### src/rtl/cmp_stream_scheduler.sv
// Round-robin scheduler sharing one file-compare engine between NUM_REQ result streams.
// Define CMP_SCHED_TIMEOUT_EN to add a per-grant idle timeout and the timeout_flag output.
module cmp_stream_scheduler #(
  parameter int NUM_REQ         = 4,
  parameter int DATA_WIDTH      = 32,
  parameter int SEGS_PER_STREAM = 4,
  parameter int TIMEOUT_CYCLES  = 1024
) (
  input  logic                          clk,
  input  logic                          reset_n,
  input  logic [NUM_REQ-1:0]            req,
  input  logic [NUM_REQ-1:0]            s_valid,
  input  logic [NUM_REQ-1:0]            s_last,
  input  logic [NUM_REQ*DATA_WIDTH-1:0] s_data,
  output logic [NUM_REQ-1:0]            s_ready,
  output logic [NUM_REQ-1:0]            gnt,
  output logic                          cmp_start,
  output logic                          cmp_enable,
  output logic [DATA_WIDTH-1:0]         cmp_data,
  input  logic                          cmp_done,
  input  logic                          cmp_pass,
  output logic [NUM_REQ-1:0]            stream_pass,
  output logic [NUM_REQ*4-1:0]          seg_cnt,
`ifdef CMP_SCHED_TIMEOUT_EN
  output logic                          timeout_flag,
`endif
  output logic                          all_done
);

  localparam int IDX_W = (NUM_REQ > 1) ? $clog2(NUM_REQ) : 1;

  typedef enum logic [1:0] {IDLE, ARB, XFER, WAIT} state_t;

  state_t                  state;
  logic [IDX_W-1:0]        rr_ptr;
  logic [IDX_W-1:0]        gidx;
  logic [IDX_W-1:0]        pick_idx;
  logic [IDX_W-1:0]        next_rr;
  logic                    pick_valid;
  logic [3:0]              cnt [NUM_REQ];
  logic [NUM_REQ-1:0]      eligible;
  logic                    all_full;
  logic                    in_seg;
  logic                    beat;
  logic                    seg_end;
  logic                    seg_ok;
  logic                    timeout_hit;
  logic [DATA_WIDTH-1:0]   g_data;
  int                      idx;

  always_comb begin
    eligible = '0;
    all_full = 1'b1;
    seg_cnt  = '0;
    for (int i = 0; i < NUM_REQ; i++) begin
      eligible[i]       = req[i] && (cnt[i] < 4'(SEGS_PER_STREAM));
      all_full          = all_full && (cnt[i] == 4'(SEGS_PER_STREAM));
      seg_cnt[i*4 +: 4] = cnt[i];
    end
  end

  // Scan downwards so the closest eligible stream at or after rr_ptr wins.
  always_comb begin
    pick_valid = 1'b0;
    pick_idx   = '0;
    idx        = 0;
    for (int k = NUM_REQ - 1; k >= 0; k--) begin
      idx = int'(rr_ptr) + k;
      if (idx >= NUM_REQ) idx = idx - NUM_REQ;
      if (eligible[idx[IDX_W-1:0]]) begin
        pick_valid = 1'b1;
        pick_idx   = idx[IDX_W-1:0];
      end
    end
  end

  assign next_rr = (gidx == IDX_W'(NUM_REQ - 1)) ? '0 : gidx + 1'b1;
  assign g_data  = s_data[gidx*DATA_WIDTH +: DATA_WIDTH];
  assign in_seg  = (state == XFER) || (state == WAIT);
  assign beat    = (state == XFER) && s_valid[gidx] && s_ready[gidx];
  assign seg_end = in_seg && (cmp_done || timeout_hit);
  // An early done or a timeout always counts as a failed segment.
  assign seg_ok  = (state == WAIT) && cmp_done && cmp_pass;

`ifdef CMP_SCHED_TIMEOUT_EN
  localparam int TO_W = $clog2(TIMEOUT_CYCLES + 1);

  logic [TO_W-1:0] to_cnt;

  assign timeout_hit = in_seg && !beat && (to_cnt == TO_W'(TIMEOUT_CYCLES - 1));

  always_ff @(posedge clk or negedge reset_n) begin
    if (!reset_n) begin
      to_cnt       <= '0;
      timeout_flag <= 1'b0;
    end else begin
      if (timeout_hit && !cmp_done) timeout_flag <= 1'b1;
      if (!in_seg || beat) to_cnt <= '0;
      else                 to_cnt <= to_cnt + 1'b1;
    end
  end
`else
  assign timeout_hit = 1'b0;
`endif

  always_ff @(posedge clk or negedge reset_n) begin
    if (!reset_n) begin
      state       <= IDLE;
      gnt         <= '0;
      gidx        <= '0;
      rr_ptr      <= '0;
      s_ready     <= '0;
      cmp_start   <= 1'b0;
      cmp_enable  <= 1'b0;
      cmp_data    <= '0;
      stream_pass <= '1;
      all_done    <= 1'b0;
      for (int i = 0; i < NUM_REQ; i++) cnt[i] <= '0;
    end else begin
      cmp_start <= 1'b0;
      all_done  <= all_done | all_full;
      if (seg_end) begin
        stream_pass[gidx] <= stream_pass[gidx] & seg_ok;
        if (cnt[gidx] < 4'(SEGS_PER_STREAM)) cnt[gidx] <= cnt[gidx] + 4'd1;
        rr_ptr     <= next_rr;
        gnt        <= '0;
        s_ready    <= '0;
        cmp_enable <= 1'b0;
        state      <= IDLE;
      end else begin
        case (state)
          IDLE: begin
            cmp_enable <= 1'b0;
            if (pick_valid && !all_done) begin
              gidx      <= pick_idx;
              gnt       <= NUM_REQ'(1) << pick_idx;
              cmp_start <= 1'b1;
              state     <= ARB;
            end
          end
          ARB: begin
            s_ready <= gnt;
            state   <= XFER;
          end
          XFER: begin
            cmp_enable <= beat;
            if (beat) begin
              cmp_data <= g_data;
              if (s_last[gidx]) begin
                s_ready <= '0;
                state   <= WAIT;
              end
            end
          end
          WAIT: cmp_enable <= 1'b0;
          default: state <= IDLE;
        endcase
      end
    end
  end

endmodule

### config.mk
export PLATFORM = sky130hd
export DESIGN_NAME = cmp_stream_scheduler
export DESIGN_NICKNAME = d
export VERILOG_FILES = /design/src/rtl/cmp_stream_scheduler.sv
export SDC_FILE = /design/constraint.sdc
export NUM_CORES = 1
export LEC_CHECK = 0
export BUFFER_PORTS_ARGS = -buffer_cell sky130_fd_sc_hd__buf_2
export CAP_MARGIN = 15
export CORE_MARGIN = 3
export CORE_UTILIZATION = 30
export CTS_CLUSTER_SIZE = 28
export DETAILED_ROUTE_END_ITERATION = 10
export GPL_TIMING_DRIVEN = 0
export PLACE_DENSITY = 0.63
export REMOVE_ABC_BUFFERS = 1
export SETUP_SLACK_MARGIN = 0.3
export SYNTH_ARGS = -nofsm -noshare
export SYNTH_HDL_FRONTEND = slang
export SYNTH_SLANG_ARGS = --single-unit
export TNS_END_PERCENT = 30
### constraint.sdc
create_clock -name clk -period 4.28 [get_ports clk]
set_input_delay 0.428 -clock clk [delete_from_list [all_inputs] [get_ports clk]]
set_output_delay 0.428 -clock clk [all_outputs]
set_load 0.03 [all_outputs]
==> implementation parameters <==
Parameter                              Value

Routing
  Count of routing violations after the opening detailed-route iteration    115
  Remaining DRCs    0
  Aggregate routed wire length    11100 um
  Routed len/inst    16.71 um
  Vias after detailed routing    3253
  Post-route antenna net violation count    0
  First drt pass iteration count    4
  Via-per-instance ratio    4.899

Pwr
  Switching share of total power    0.3976
  Internal power of the cells    2.080 mW
  Switching pwr    1.373 mW
  Sum of internal, switching and leakage power    3.454 mW
  Logic pwr share    0.488
  Power per Cell Area    634.7 nW/um^2
  Sequential share of power    0.304
  Clock Power Share    0.209
  Static Leak    2.749 nW
  Worst ir drop on vdd    0.0003107 V

Final layout
  Layout Nets    640
  Layout cells sized above 1    0.6484
  Final core utilization    0.4294
  Antenna diode instance count    0
  Most frequent cells in the layout    buf_2, dfrtp_1, mux2_2, mux4_2, nand2_1
  Most frequent standard cell in the layout excluding fill and tap cells    buf_2
  Layout-stage area growth over the synthesis result    39.03%

Floorplan
  Die Footprint    14450 um^2
  IO Count    207
  Effective utilization at floorplan    0.3089
  Std-Cell Core Area    12670 um^2
  Die W    120.2 um
  Number of cell rows    41
  Chip height    120.2 um

GRT
  Total global routing overflow    0
  First-pass GRT wire length    17610 um
  Global-route usage over all layers    0.1557
  Pin count of the biggest net entering global routing    70
  Via count of the first global-routing pass    3433
  Antenna violations before repair    0

STA
  Total setup violations reported at the end of the flow    0
  Shortest clock period the worst path allows after layout    2.904 ns
  Count of final max-slew check failures    0
  Fraction of the cycle the final worst path needs    0.6785
  Unrepaired setup endpoints after global routing    no
  Worst hold margin    0.2210 ns
  Total negative slack    0 ns
  Clock Skew    0.009029 ns
  Tightest slew margin relative to the limit    0.4015
  Peak clock frequency supported by timing    344.3 MHz
  Slew at the pin closest to its max-slew limit    0.8977 ns
  Hold violation total from the final report    0

Synth
  Post-synth top area share    0.4156
  Count of warnings emitted by yosys    0
  Top FF cell, synth    dfrtp_1
  Async set-reset flop share out of synthesis    1.000
  Most area-consuming cells after synthesis    dfrtp_1, mux4_2, mux2_2
  Post-synth EDFFs    0
  Post-synthesis instance area    3914 um^2
  Avg Inst Size Synth    14.03 um^2
  Cell type with the largest total area after synthesis    dfrtp_1
  Number of distinct library cells after synthesis    42
  Post-synthesis sequential area ratio    0.4425
  Number of cells produced by synthesis    279
  #FFs+latches synth    69

Placement
  Half-perimeter wire length of the detailed placement result    8767 um
  Number of buffers inserted by port buffering    206
  Global placement routability congestion    0.8448

Setup path
  Worst Path Class, Setup    reg2reg
  FF-to-FF Start    gidx[0]
  Worst-path maximum fanout    20
  Sort of element at the start of the critical path    flip-flop
  Cell depth of the worst flop-to-flop path    5
  Worst setup EP type    flip-flop
  Required time of the critical path    4.50 ns
  Worst path arrival time    3.12 ns
  Critical path startpoint    gidx[0]

Min path
  Hold/Removal Path Class    in2async

Clocking
  Clock insertion delay at the later pin of the skew report    0.34 ns
  Clock sink count    69
  Maximum buffer depth of the clock tree    2
  # Post-CTS Setup Buffers    0
  Register clock-pin slew on the reported worst setup and hold paths    0.06 ns
  TritonCTS clock tree    yes
  CTS hold repair buffers    0
  Clk Tree Root Cell    clkbuf_16
  Total of cells resized after clock tree synthesis    0
  Number of buffers created by CTS    9
  CTS H-tree depth    3

Status
  Status    complete, no violations

Flow run
  Max-cap check violation count    0
## metal layers
| metal | part of all wire | up-vias | GRT usage |
|---|---|---|---|
| met5 | 0 | - | 0 |
| met4 | 0.023 | 0 | 0.06586 |
| met3 | 0.075 | 17 | 0.03882 |
| met2 | 0.51 | 137 | 0.2719 |
| met1 | 0.39 | 1595 | 0.1826 |
| li1 | - | 1504 | - |
## power by group through the flow
| stage | Combinational (mW) | Clock [mW] | Sequential [mW] |
|---|---|---|---|
| 6_report | 1.68 | 0.721 | 1.05 |
| 3_3_place_gp | 1.56 | 0 | 1.15 |
| 5_1_grt | 1.84 | 0.770 | 1.09 |
| 2_1_floorplan | 0.890 | 0 | 1.36 |
| 4_1_cts | 1.71 | 0.746 | 1.06 |
| 3_5_place_dp | 1.70 | 0 | 1.06 |
## cells in the mapped netlist (all sizes together), types with 2 or more instances
cell type  number
mux2           44
inv             8
dfrtp          65
clkbuf          3
a21oi           9
ha              9
mux4           38
o21ai           9
nand2          21
a22o           10
nor3b           3
and3            2
o211ai          2
nand3           2
nor3            2
dfstp           4
buf             9
nor2            8
nor2b           5
a41o            2
o31ai           2
or3b            4
nor4            2
and2            5
## registers in the layout, indices dropped and copies added (netlist names)
| signal | flops |
|---|---|
| cmp_data | 32 |
| seg_cnt | 16 |
| gnt | 4 |
| s_ready | 4 |
| stream_pass | 4 |
| gidx | 2 |
| rr_ptr | 2 |
| state | 2 |
| all_done | 1 |
| cmp_enable | 1 |
| cmp_start | 1 |
## worst paths after layout
path,slack (ns),endpoint
max,1.38,cmp_data[17]
min,0.22,gnt[0]
min reg2reg,0.49,cmp_enable
min in group clk,0.49,cmp_enable
max in group asynchronous,3.45,gidx[0]
max reg2reg,1.38,cmp_data[17]
## critical path, stage by stage (launching register included)
cell,delay (ns)
dfrtp_2,0.75
inv_2,0.18
mux4_2,0.52
nor3b_4,0.68
buf_8,0.27
mux2_2,0.35
## logic make-up (layout without fill, tap and decap cells)
| family | after synthesis | count (layout) | synth area share |
|---|---|---|---|
| AOI/OAI and AO/OA | 38 | 38 | 0.06745 |
| adders and majority gates | 9 | 9 | 0.02877 |
| muxes | 83 | 83 | 0.3478 |
| xor gates and xnor gates | 1 | 1 | 0.002238 |
| and+or+nand+nor | 59 | 59 | 0.08408 |
| DFF | 69 | 69 | 0.4425 |
| buffers and inverters | 20 | 233 | 0.02717 |
## metrics by stage
stage / cell area, um^2 / std cells / worst slack, ns
6_report: 5441 / 664 / 1.376
3_5_place_dp: 5144 / 648 / 1.308
4_1_cts: 5441 / 664 / 1.292
2_1_floorplan: 3837 / 267 / 0.4494
3_3_place_gp: 5084 / 645 / -0.6368
5_1_grt: 5441 / 664 / 1.128
## area by class of cell
| type | count | area (um^2) |
|---|---|---|
| fill | 1201 | 7229 |
| multi-input combinational | 190 | 2076 |
| sequential | 69 | 1734 |
| timing repair buffer | 209 | 1089 |
| clock buffer | 13 | 280.3 |
| tap | 172 | 215.2 |
| inverter | 8 | 30.03 |
| clock inverter | 3 | 17.52 |
Note: power is estimated with default switching activity, not from simulation.
